## config.mk

```make
export PLATFORM = sky130hd
export DESIGN_NAME = universal_shift_reg_flat
export DESIGN_NICKNAME = d
export VERILOG_FILES = /design/src/rtl/universal_shift_reg_if.sv /design/src/rtl/universal_shift_reg.sv /design/src/flat_wrapper.sv
export SDC_FILE = /design/constraint.sdc
export NUM_CORES = 1
export LEC_CHECK = 0
export CORE_MARGIN = 2
export CORE_UTILIZATION = 48
export DETAILED_ROUTE_END_ITERATION = 10
export GPL_TIMING_DRIVEN = 1
export MAX_ROUTING_LAYER = met4
export PLACE_DENSITY = 0.78
export SKIP_CTS_REPAIR_TIMING = 1
export SLEW_MARGIN = 20
export SYNTH_ARGS = -nofsm -noshare
export SYNTH_HDL_FRONTEND = slang
export SYNTH_SLANG_ARGS = --single-unit
```

## constraint.sdc

```tcl
create_clock -name i_clk -period 2.05 [get_ports i_clk]
set_clock_uncertainty 0.2 [all_clocks]
set_input_delay 0.41 -clock i_clk [delete_from_list [all_inputs] [get_ports i_clk]]
set_output_delay 0.41 -clock i_clk [all_outputs]
set_load 0.005 [all_outputs]
```

## src/rtl/universal_shift_reg_if.sv

```systemverilog
// Bus bundle for universal_shift_reg. The master drives the mode, serial and
// parallel inputs; the slave (the shifter) returns its register and status.
interface universal_shift_reg_if #(
    parameter int WIDTH = 8
);
    logic             en;
    logic [2:0]       sel;
    logic             sin;
    logic [WIDTH-1:0] pin;
    logic [WIDTH-1:0] pout;
    logic             sout;
    logic             sout_vld;
    logic             busy;
    logic             done;

    modport master (
        output en, sel, sin, pin,
        input  pout, sout, sout_vld, busy, done
    );

    modport slave (
        input  en, sel, sin, pin,
        output pout, sout, sout_vld, busy, done
    );
endinterface

```

## src/rtl/universal_shift_reg.sv

```systemverilog
// WIDTH-bit universal shift register: hold, logical/arithmetic shifts, rotates,
// parallel load, and an autonomous LSB-first burst serialiser with busy/done.
module universal_shift_reg #(
    parameter int WIDTH = 8,
    parameter int CW    = $clog2(WIDTH + 1)
) (
    input  logic                 i_clk,
    input  logic                 i_rst_,
    universal_shift_reg_if.slave bus
);
    localparam logic [2:0] SEL_HOLD = 3'b000;
    localparam logic [2:0] SEL_SHR  = 3'b001;
    localparam logic [2:0] SEL_SHL  = 3'b010;
    localparam logic [2:0] SEL_LOAD = 3'b011;
    localparam logic [2:0] SEL_ROR  = 3'b100;
    localparam logic [2:0] SEL_ROL  = 3'b101;
    localparam logic [2:0] SEL_ASR  = 3'b110;
    localparam logic [2:0] SEL_BRST = 3'b111;

    localparam logic [CW-1:0] LAST_CNT = CW'(WIDTH - 1);

    typedef enum logic {
        ST_IDLE  = 1'b0,
        ST_BURST = 1'b1
    } state_t;

    state_t           r_state;
    logic [WIDTH-1:0] r_reg;
    logic [CW-1:0]    r_cnt;
    logic             r_sout;
    logic             r_sout_vld;
    logic             r_busy;
    logic             r_done;

    always_ff @(posedge i_clk) begin
        if (!i_rst_) begin
            r_state    <= ST_IDLE;
            r_reg      <= '0;
            r_cnt      <= '0;
            r_sout     <= 1'b0;
            r_sout_vld <= 1'b0;
            r_busy     <= 1'b0;
            r_done     <= 1'b0;
        end else if (!bus.en) begin
            // Frozen: only the one-cycle pulses are allowed to fall.
            r_sout_vld <= 1'b0;
            r_done     <= 1'b0;
        end else begin
            r_sout_vld <= 1'b0;
            r_done     <= 1'b0;
            case (r_state)
                ST_IDLE: begin
                    case (bus.sel)
                        SEL_HOLD: ;
                        SEL_SHR: begin
                            r_reg      <= {bus.sin, r_reg[WIDTH-1:1]};
                            r_sout     <= r_reg[0];
                            r_sout_vld <= 1'b1;
                        end
                        SEL_SHL: begin
                            r_reg      <= {r_reg[WIDTH-2:0], bus.sin};
                            r_sout     <= r_reg[WIDTH-1];
                            r_sout_vld <= 1'b1;
                        end
                        SEL_LOAD: r_reg <= bus.pin;
                        SEL_ROR: begin
                            r_reg      <= {r_reg[0], r_reg[WIDTH-1:1]};
                            r_sout     <= r_reg[0];
                            r_sout_vld <= 1'b1;
                        end
                        SEL_ROL: begin
                            r_reg      <= {r_reg[WIDTH-2:0], r_reg[WIDTH-1]};
                            r_sout     <= r_reg[WIDTH-1];
                            r_sout_vld <= 1'b1;
                        end
                        SEL_ASR: begin
                            r_reg      <= {r_reg[WIDTH-1], r_reg[WIDTH-1:1]};
                            r_sout     <= r_reg[0];
                            r_sout_vld <= 1'b1;
                        end
                        SEL_BRST: begin
                            r_reg   <= bus.pin;
                            r_cnt   <= '0;
                            r_busy  <= 1'b1;
                            r_state <= ST_BURST;
                        end
                        default: ;
                    endcase
                end
                ST_BURST: begin
                    // sel is ignored here, so a repeated start cannot restart the burst.
                    r_reg      <= {bus.sin, r_reg[WIDTH-1:1]};
                    r_sout     <= r_reg[0];
                    r_sout_vld <= 1'b1;
                    if (r_cnt == LAST_CNT) begin
                        r_cnt   <= '0;
                        r_busy  <= 1'b0;
                        r_done  <= 1'b1;
                        r_state <= ST_IDLE;
                    end else begin
                        r_cnt <= r_cnt + CW'(1);
                    end
                end
                default: r_state <= ST_IDLE;
            endcase
        end
    end

    assign bus.pout     = r_reg;
    assign bus.sout     = r_sout;
    assign bus.sout_vld = r_sout_vld;
    assign bus.busy     = r_busy;
    assign bus.done     = r_done;
endmodule
```

## src/flat_wrapper.sv

```systemverilog
// flat-port wrapper written by rule: the top's interface ports become plain ports
module universal_shift_reg_flat 
#(
    parameter int WIDTH = 8,
    parameter int CW    = $clog2(WIDTH + 1)
)
  (i_clk, i_rst_, bus_en, bus_sel, bus_sin, bus_pin, bus_pout, bus_sout, bus_sout_vld, bus_busy, bus_done);
  universal_shift_reg_if #(.WIDTH(WIDTH)) bus_i ();
  input  logic i_clk;
  input  logic i_rst_;
  input wire logic [$bits(bus_i.en)-1:0] bus_en;
  input wire logic [$bits(bus_i.sel)-1:0] bus_sel;
  input wire logic [$bits(bus_i.sin)-1:0] bus_sin;
  input wire logic [$bits(bus_i.pin)-1:0] bus_pin;
  output wire logic [$bits(bus_i.pout)-1:0] bus_pout;
  output wire logic [$bits(bus_i.sout)-1:0] bus_sout;
  output wire logic [$bits(bus_i.sout_vld)-1:0] bus_sout_vld;
  output wire logic [$bits(bus_i.busy)-1:0] bus_busy;
  output wire logic [$bits(bus_i.done)-1:0] bus_done;
  assign bus_i.en = bus_en;
  assign bus_i.sel = bus_sel;
  assign bus_i.sin = bus_sin;
  assign bus_i.pin = bus_pin;
  assign bus_pout = bus_i.pout;
  assign bus_sout = bus_i.sout;
  assign bus_sout_vld = bus_i.sout_vld;
  assign bus_busy = bus_i.busy;
  assign bus_done = bus_i.done;
  universal_shift_reg #(.WIDTH(WIDTH), .CW(CW)) u_core (.i_clk(i_clk), .i_rst_(i_rst_), .bus(bus_i));
endmodule
```

==> results.md <==
* Sw frac at 0.289
* Syn-to-layout area delta at 35.1%
* Total GRT Usage at 0.236
* Min Hold Slack at 0.302 ns
* Logic gate share of total power at 0.278
* Drt pass-1 iters at 4
* NumNets Final at 191
* Placed Area at 1480 µm²
* DR vias/cell at 6.00
* Flop and latch count out of synthesis at 17
* Syn avg cell area at 8.12 µm²
* Final hold vios at 0
* Startpoint types: primary input
* Final Instance Area at 1500 µm²
* Clock Pin Slew Worst Setup and Hold Paths at 0.10 ns
* Number of synthesized flops with an enable pin at 0
* Final HPWL DP at 2080 µm
* Synthesized cell area at 1110 µm²
* Wire length per cell at 14.2 µm
* Placed cells at 198
* Internal cell power at 545 µW
* Async set-reset flop share out of synthesis at 0
* FF+latch area at 340 µm²
* Full die area at 2720 µm²
* Setup CP Type: in2reg
* Post-route DRC violation count at 0
* Setup violations, final at 0
* Max_slew headroom at 0.779
* Num CTS Buffers at 3
* CP Max Fanout at 7
* Outcome: complete, no violations
* DRT iter0 DRCs at 25
* Antenna-violating nets left at 0
* Largest net degree at the start of global routing at 26
* Worst Tran Pin Value at 0.330 ns
* Detailed-route wire length at 2870 µm
* RSZ-0062 raised after global routing: no
* Clk_lat worst skew at 0.30 ns
* Inserted Diodes at 0
* Sw power at 221 µW
* CTS tree: yes
* Worst min path class: reg2reg
* Syn Inst Count at 137
* Post-synthesis cell type count at 44
* CP arrival at 1.91 ns
* First-pass GRT wire length at 4720 µm
* Die extent in x at 52.1 µm
* Synth Flop Type: dfxtp_1
* Total number of yosys warnings at 0
* Post-Route Utilization at 0.679
* Number of global-route vias before repair at 1102
* PD cells at 509 nW/µm²
* Period utilization at 0.937
* H-Tree Depth at 1
* Max Clk Rate at 521 MHz
* Core ar. at 2210 µm²
* Sequential share of the synthesized area at 0.306
* WP data required at 2.04 ns
* Global placement routability congestion at 0.826
* Reg power frac at 0.479
* Die Span Y at 52.1 µm
* Core Rows at 17
* Total gr overflow at 0
* Critical path capture point type: flip-flop
* Layout cell share with drive strength beyond 1 at 0.161
* Number of I/O pins at 27
* Leading cell type in the layout, fill and taps excluded: clkdlybuf4s50_1
* Initial core utilization at 0.503
* Total number of vias at 1212
* Layout fillers at 177
* IO buf count at 26
* CTS max path bufs at 2
* Clock Power Share at 0.242
* Multi-input logic area at 672 µm²
* Non-filler instance count after layout at 202
* Total Power at 765 µW
* Final Max Tran Viols at 0
* Clk sinks at 17
* Mapped Nets at 153
* Leakage at 0.000559 µW
* Max-cap violations at 0
* Root Buffer: clkbuf_4
* Initial antenna violation count at 0
* Most frequent cells in the layout: clkdlybuf4s50_1, buf_4, dfxtp_1
* Tmin final at 1.92 ns
* Max VDD drop at 393 µV
final timing paths:
path | start | endpoint | slack, ns | depth (start not counted)
worst max-delay path | bus_sel[1] | u_core.bus.pout[7] | 0.13 | 4
worst min-delay path | u_core.r_cnt[3] | u_core.r_cnt[3] | 0.30 | 2
worst max register to register | u_core.r_state | u_core.r_cnt[3] | 0.52 | 5
worst min register to register | u_core.r_cnt[3] | u_core.r_cnt[3] | 0.30 | 2
metal layers:
layer	share of wire	GRT usage	wire (µm)	vias up
li1	-	-	-	599
met1	0.46	0.279	1310	581
met2	0.49	0.403	1400	28
met3	0.039	0.0259	111	4
met4	0.014	0.107	40	0
met5	0	-	0	-
cells by family (layout without fill, tap and decap cells):
| group | Yosys count | after routing | synth area share |
|---|---|---|---|
| and+or+nand+nor | 52 | 52 | 0.289 |
| AOI/OAI and AO/OA | 49 | 49 | 0.292 |
| DFF | 17 | 17 | 0.306 |
| buffers and inverters | 17 | 54 | 0.0911 |
| adders and majority gates | 1 | 1 | 0.0112 |
| muxes | 1 | 1 | 0.0101 |
registers in the layout, summed over array words and instances, names as in the netlist:
register / count
u_core.bus.pout: 8
u_core.r_cnt: 4
u_core.bus.busy: 1
u_core.bus.done: 1
u_core.bus.sout: 1
u_core.bus.sout_vld: 1
u_core.r_state: 1
metrics by stage:
| stage | TNS, ns | setup WS (ns) |
|---|---|---|
| 2_1_floorplan | 0 | 0.418 |
| 3_3_place_gp | -0.576 | -0.134 |
| 3_5_place_dp | -1.01 | -0.186 |
| 4_1_cts | 0 | 0.132 |
| 5_1_grt | 0 | 0.0133 |
| 6_report | 0 | 0.130 |
power groups by stage:
| stage | registers (µW) | logic, µW | clock network (µW) |
|---|---|---|---|
| floorplan | 371 | 109 | 0 |
| global route | 370 | 231 | 209 |
| global placement | 373 | 205 | 0 |
| CTS | 366 | 211 | 190 |
| finish | 367 | 213 | 186 |
| detailed placement | 374 | 211 | 0 |
synthesized netlist by cell type, types with 2 or more instances:
cell	instances	area, µm²
buf_2	6	30.0
a41oi_1	2	17.5
o21ai_0	6	30.0
a2bb2oi_1	3	26.3
a31oi_1	5	31.3
nor3_1	5	25.0
nor2_1	8	30.0
a21oi_1	16	80.1
o21ai_1	5	25.0
buf_6	3	33.8
nand2_1	6	22.5
and2b_1	2	15.0
clkbuf_1	3	11.3
nand4bb_1	5	56.3
nand4b_1	5	43.8
inv_1	3	11.3
and3_1	3	18.8
dfxtp_1	17	340
nand3_1	9	45.0
worst max-delay path, stage by stage:
cell and delay [ns]:
clkdlybuf4s50_1 0.61, mux2_1 0.36, a2111oi_1 0.40, o31ai_1 0.13
layout make-up:
cell class / count / share of cell area
well taps: 28 / 0.0233
multi-input cells: 103 / 0.447
repair buffers: 47 / 0.278
inverters: 3 / 0.00749
flip-flops and latches: 17 / 0.226
clock buffers: 4 / 0.0175
Note: power is estimated with default switching activity, not from simulation.
